**src/rtl/lab2_proc_fetch_drop_buf.sv**
```systemverilog
// lab2_proc_fetch_drop_buf: 2-entry in-order buffer between imem responses and
// the D stage, able to squash the oldest undelivered fetch response.
// Squashes that arrive before their response are remembered in drop_pend.
// Optional zero-latency bypass: define LAB2_PROC_FETCH_DROP_BYPASS_EN.
module lab2_proc_fetch_drop_buf (
    input  logic        clk,
    input  logic        reset,
    input  logic        in_val,
    output logic        in_rdy,
    input  logic [31:0] in_msg,
    output logic        out_val,
    input  logic        out_rdy,
    output logic [31:0] out_msg,
    input  logic        drop,
    output logic [1:0]  count,
    output logic [1:0]  drop_pend,
    output logic        drop_ovf
);

    localparam int unsigned DATA_W = 32;
    localparam int unsigned DEPTH  = 2;

    logic [DATA_W-1:0] q [DEPTH];
    logic              head;
    logic              tail;

    logic              q_nz;
    logic              pend_nz;
    logic              pass_ok;
    logic              in_fire;
    logic              out_fire;
    logic              discard;
    logic              enq;
    logic              deq;
    logic              ovf_set;
    logic [1:0]        pend_next;

    // Handshake, output selection and squash bookkeeping for this cycle
    always_comb begin
        q_nz      = (count != 2'd0);
        pend_nz   = (drop_pend != 2'd0);
        in_rdy    = (count < 2'(DEPTH)) | pend_nz;
`ifdef LAB2_PROC_FETCH_DROP_BYPASS_EN
        pass_ok   = !q_nz & !pend_nz & !drop;
        out_val   = q_nz ? !drop : (pass_ok & in_val);
        out_msg   = q_nz ? q[head] : in_msg;
`else
        pass_ok   = 1'b0;
        out_val   = q_nz & !drop;
        out_msg   = q[head];
`endif
        in_fire   = in_val & in_rdy;
        out_fire  = out_val & out_rdy;
        discard   = 1'b0;
        deq       = 1'b0;
        ovf_set   = 1'b0;
        pend_next = drop_pend;

        if (drop) begin
            if (q_nz) begin
                // Oldest undelivered word is the queue head
                deq = 1'b1;
            end else if (in_val && !pend_nz) begin
                // Oldest undelivered word is the one arriving now
                discard = 1'b1;
            end else if (in_fire) begin
                // Arriving word pays off an older drop; this drop takes its place
                discard = 1'b1;
            end else if (drop_pend == 2'd3) begin
                ovf_set = 1'b1;
            end else begin
                pend_next = drop_pend + 2'd1;
            end
        end else begin
            deq = out_fire & q_nz;
            if (in_fire && pend_nz) begin
                discard   = 1'b1;
                pend_next = drop_pend - 2'd1;
            end
        end

        // A bypassed word that is taken this cycle never enters the queue
        enq = in_fire & !discard & !(pass_ok & out_fire & !q_nz);
    end

    // Queue storage; data needs no reset since count gates its visibility
    always_ff @(posedge clk) begin
        if (enq) begin
            q[tail] <= in_msg;
        end
    end

    // Pointer, occupancy and pending-drop state
    always_ff @(posedge clk) begin
        if (reset) begin
            head      <= 1'b0;
            tail      <= 1'b0;
            count     <= 2'd0;
            drop_pend <= 2'd0;
            drop_ovf  <= 1'b0;
        end else begin
            if (enq) begin
                tail <= ~tail;
            end
            if (deq) begin
                head <= ~head;
            end
            count     <= count + 2'(enq) - 2'(deq);
            drop_pend <= pend_next;
            if (ovf_set) begin
                drop_ovf <= 1'b1;
            end
        end
    end

endmodule

```
**config.mk**
```make
export PLATFORM = sky130hd
export DESIGN_NAME = lab2_proc_fetch_drop_buf
export DESIGN_NICKNAME = d
export VERILOG_FILES = /design/src/rtl/lab2_proc_fetch_drop_buf.sv
export SDC_FILE = /design/constraint.sdc
export NUM_CORES = 1
export LEC_CHECK = 0
export CORE_ASPECT_RATIO = 1.75
export CORE_MARGIN = 2
export CORE_UTILIZATION = 44
export CTS_BUF_LIST = sky130_fd_sc_hd__clkbuf_8
export DETAILED_ROUTE_END_ITERATION = 12
export GPL_TIMING_DRIVEN = 0
export PLACE_DENSITY_LB_ADDON = 0.05
export SLEW_MARGIN = 20
export SYNTH_ARGS = -nofsm -noshare
export SYNTH_HDL_FRONTEND = slang
export SYNTH_SLANG_ARGS = --single-unit
```
**constraint.sdc**
```tcl
create_clock -name clk -period 3.5 [get_ports clk]
set_clock_uncertainty 0.1 [all_clocks]
set_input_delay 0.7 -clock clk [delete_from_list [all_inputs] [get_ports clk]]
set_output_delay 0.7 -clock clk [all_outputs]
set_load 0.01 [all_outputs]
```
# ---- Yosys cells after proc, flatten, opt, wreduce, memory -nomap -nowiden
# Memory sizes are Yosys's and may differ from the RTL's. A register that Yosys moved wholly into a read port is not among the register bits.
# Index checks and enable logic that the tools add are counted.
dict set report totals {
  regBits 7
  ramBits 64
  input_bits 37
  output_inout_bits 39
  wordCells 55
  memories 1
}
# memory depth width read_ports rd_clocked_by_memory_dff write_ports line_no
set mem_list {}
lappend mem_list {q 2 32 1 1 1 23} ;# logic [DATA_W-1:0] q [DEPTH];
dict set report op_classes {
  addsub 4
  order_cmp 1
  n_eq_ne 5
  mux 22
  bitwise 8
  n_reduce_logical 9
}
# operator count
set ops {}
lappend ops {{1-bit two-way mux} 16}
lappend ops {{2-bit two-way mux} 6}
lappend ops {{2-bit inequality test, second input constant} 4}
lappend ops {{2-bit nonzero test} 3}
lappend ops {{1-bit AND} 5}
lappend ops {{5-bit AND reduction} 1}
lappend ops {{1-bit logical NOT} 3}
lappend ops {{2-bit by 1-bit adder with 2-bit output} 1}
lappend ops {{2-bit by 1-bit adder with 2-bit output, second input constant} 1}
lappend ops {{2-bit equality test, second input constant} 1}
lappend ops {{1-bit logical AND} 2}
lappend ops {{2-bit < comparator, second input constant} 1}
lappend ops {{1-bit inverter} 2}
lappend ops {{2-bit by 1-bit subtractor with 2-bit output} 1}
lappend ops {{2-bit by 1-bit subtractor with 2-bit output, second input constant} 1}
lappend ops {{1-bit bitwise OR} 1}

# ---- Depth between registers and ports, before layout
dict set report logic_depth {
  word_depth 11
  depth_mapped 10
  mapped_depth_nobuf 9
}

# ---- Worst setup path after synthesis
# OpenSTA, ideal clock, no wires.
dict set report synth_path {
  path_kind {in2reg}
  startpoint {in in_val}
  endpoint {mem q[0][0] (enable)}
  setup_ps 425
  arrival_time_ps 2834
  t_required_ps 2975
  setup_slack_ps 141
  path_stages 3
  path_buffers 0
  cell_sequence {or3b_1 -> o32ai_2 -> nor2b_1}
}
dict set report synth_via {
  elab_chain_cells 9
  elab_cells_between_ends 12
  cone_classes {mux (7); bitwise (2); reduce/logical (3)}
}
# item line_no
set synth_rtl {}
lappend synth_rtl {{start, declared} 8} ;# input logic in_val,
lappend synth_rtl {{1-bit AND} 52} ;# in_fire = in_val & in_rdy;
lappend synth_rtl {{1-bit two-way mux} 66} ;# end else if (in_fire) begin
lappend synth_rtl {{1-bit two-way mux} 63} ;# end else if (in_val && !pend_nz) begin
lappend synth_rtl {{1-bit two-way mux} 60} ;# if (q_nz) begin
lappend synth_rtl {{1-bit two-way mux} 59} ;# if (drop) begin
lappend synth_rtl {{1-bit logical NOT} 83} ;# enq = in_fire & !discard & !(pass_ok & out_fire & !q_nz);
lappend synth_rtl {{1-bit AND (*)} 83}
lappend synth_rtl {{1-bit two-way mux (*)} 88} ;# if (enq) begin
lappend synth_rtl {{1-bit two-way mux (not written as such) (*)} 89} ;# q[tail] <= in_msg;
lappend synth_rtl {{end, declared} 23}
# Every way passes the cells marked *; elsewhere a longest branch is shown, timed or not.

# ---- Worst setup path in the final report
dict set report layout_path {
  startpoint {in in_val}
  endpoint {reg count[1]}
}
dict set report layout_via {
  elab_chain_cells 9
  elab_cells_between_ends 12
  cone_classes {add/sub (2); mux (5); bitwise (2); reduce/logical (3)}
}
# item line_no
set layout_rtl {}
lappend layout_rtl {{1-bit AND} 52}
lappend layout_rtl {{1-bit two-way mux} 66}
lappend layout_rtl {{1-bit two-way mux} 63}
lappend layout_rtl {{1-bit two-way mux} 60}
lappend layout_rtl {{1-bit two-way mux} 59}
lappend layout_rtl {{1-bit logical NOT} 83}
lappend layout_rtl {{1-bit AND (*)} 83}
lappend layout_rtl {{2-bit by 1-bit adder with 2-bit output (*)} 108} ;# count <= count + 2'(enq) - 2'(deq);
lappend layout_rtl {{2-bit by 1-bit subtractor with 2-bit output (*)} 108}
lappend layout_rtl {{end signal, assigned} 108}
lappend layout_rtl {{end, declared} 15} ;# output logic [1:0] count,
# Marked as above.
# A chain may end at the register's enable or synchronous reset.

==> results.cfg <==
[pwr]
leakage_nw = 1.31
ir_drop_mv = 0.502
power_density_nw_per_um2 = 700

[sta]
layout_setup_ws_ps = 585
whs_ps = 405
fin_crit_sh_pct = 83.3
tns_ps = 0
hold_violations = 0
finalCriticalPeriod_ps = 2910
grt_setup_unrepaired = false
worst_slew_pin_slew_ps = 430
drv_slew = 0
relSlewSlack_pct = 71.4
fmax_mhz = 343
setup_viol = 0

[finish]
area_growth_pct = 39.5
final_common_cell = clkdlybuf4s50_1
final_cell_mix = clkdlybuf4s50_1, edfxtp_1, mux2_2
multi_input_area_um2 = 626
nNetsFinal = 278
fillers = 481
seq_area_um2 = 2080
drive_gt1_share_pct = 21.3
diodes = 0

[route]
drtPass1Iterations = 4
drt_iter0_markers = 53
routedWlPerCell_um = 16.3
drt_wl_total_um = 5280
drc = 0
postRouteAntennaNets = 0
vias = 1593
post_drt_via_cell_ratio = 4.92

[synthesis]
synthTopCellsByArea = edfxtp_1, mux2_2, dfxtp_1
syn-num-nets = 191
synth_top_cell_by_area = edfxtp_1
ys_seq_area_share_pct = 76.0
ys_warn_count = 0
avgSynthCellArea_um2 = 18.0
yosysTopAreaCellShare_pct = 70.1
syn_inst = 152
synth_cell_types = 26
synth.cell_area_um2 = 2740
synth-seq-cells = 72

[global_routing]
gr-usage-all-layers_pct = 16.2
grt_max_degree = 25
overflow = 0
grt_pass1_vias = 1749
grt_first_pass_wirelength_um = 8280
antenna_found_initial = 0

[clock_network]
cts_tree = yes
cts_buffer_depth = 2
clock_latency_ps = 330
cts_root_buf = clkbuf_8
cts_buffers = 9
post_cts_resized = 0
cts.sinks = 72
path_clk_slew_ps = 70
htreeDepth = 3
post_cts_buffers = 0
hold_buffers = 0

[status]
status = finished clean

[floorplanning]
die_y_um = 108
die-area_um2 = 6900
ios = 76
design.core.area_um2 = 6130
initial_core_util_pct = 44.7
rows = 38
fp.dieW_um = 63.7

[hold_path]
hold_class = flip-flop to flip-flop
min_path_cells = 2

[placement]
dp_slack_ps = 239
gp_congestion = 0.689
dpl.hpwl_um = 3640
port_buffers = 74

[critical_path]
worstSetupPathType = primary input to flip-flop
cp.required_ps = 3640
arrival_ps = 3060
worstSetupEndpointType = flip-flop
reg2reg_depth = 9
crit_path_max_fanout = 6
worstSetupStartpointType = primary input

[run]
cap_violations = 0
[Yosys cell counts]
cell type,number
edfxtp_1,64
o32ai_2,1
nor4bb_1,1
clkbuf_1,4
o211ai_1,1
xor2_1,1
xnor2_1,1
ha_1,2
or3b_1,1
o21ai_0,3
and2_1,2
nor4b_1,2
and3_1,1
nor3_1,1
dfxtp_1,8
a21oi_1,1
a31oi_1,2
buf_2,3
mux2_1,1
mux2_2,32
o22a_1,1
o311ai_0,1
inv_1,3
nand2_1,1
nor2b_1,5
nor2_1,9
[power by group]
part / internal [W] / total, W / switching [W]
sequential: 0.00108 / 0.00113 / 0.0000455
clock: 0.000317 / 0.000591 / 0.000274
combinational: 0.000559 / 0.000958 / 0.000399
total: 0.00196 / 0.00268 / 0.000719
[layout make-up]
class	count	share of cell area (%)
Multi-Input combinational cell	70	16.4
Buffer	7	0.785
Clock buffer	9	3.24
Inverter	3	0.295
Tap cell	80	2.62
Sequential cell	72	54.5
Timing Repair Buffer	76	20.8
Clock inverter	7	1.44
[cell families (layout without fill, tap and decap cells)]
group,Yosys count,after routing,share of synthesized area [%]
and+or+nand+nor,23,23,4.70
xor gates and xnor gates,2,2,0.639
buffers and inverters,10,102,1.51
muxes,33,33,13.6
adders and majority gates,2,2,0.913
DFF,72,72,76.0
AOI/OAI and AO/OA,10,10,2.69
[state kept, by name (all words and copies together) (netlist names), named ones only]
| register | flops |
|---|---|
| tail | 1 |
| count | 2 |
| q | 64 |
| head | 1 |
| drop_ovf | 1 |
| drop_pend | 2 |
[worst max-delay path, stage by stage]
cell and delay (ps):
clkdlybuf4s50_1 560, or3b_1 380, o32ai_2 370, inv_1 90, ha_1 280, inv_1 40
ha_1 180, xor2_1 150, and2_1 160, nor3_1 150
[per-stage QoR]
stage | power (W) | utilization (%) | std cells | instance area [um^2]
2_1_floorplan | 0.00162 | - | 152 | 2740
3_3_place_gp | 0.00206 | 58.4 | 306 | 3580
3_5_place_dp | 0.00212 | 59.4 | 308 | 3640
4_1_cts | 0.00272 | 62.3 | 324 | 3820
5_1_grt | 0.00282 | 62.3 | 324 | 3820
6_report | 0.00268 | 62.3 | 324 | 3820
[final timing paths]
| path | startpoint | endpoint | slack (ps) |
|---|---|---|---|
| setup / recovery | in_val | count[1] | 590 |
| hold / removal | drop_ovf | drop_ovf | 410 |
| setup reg to reg | drop_pend[0] | count[1] | 1130 |
| hold reg to reg | drop_ovf | drop_ovf | 410 |
[metal layers]
layer / up-vias / global-route usage (%) / share of wire (%)
met5: - / 0 / 0
met4: 0 / 8.54 / 1.6
met3: 7 / 4.68 / 5.6
met2: 52 / 29.7 / 56
met1: 778 / 16.3 / 36
li1: 756 / - / -
Power figures use the tool's default switching activity.
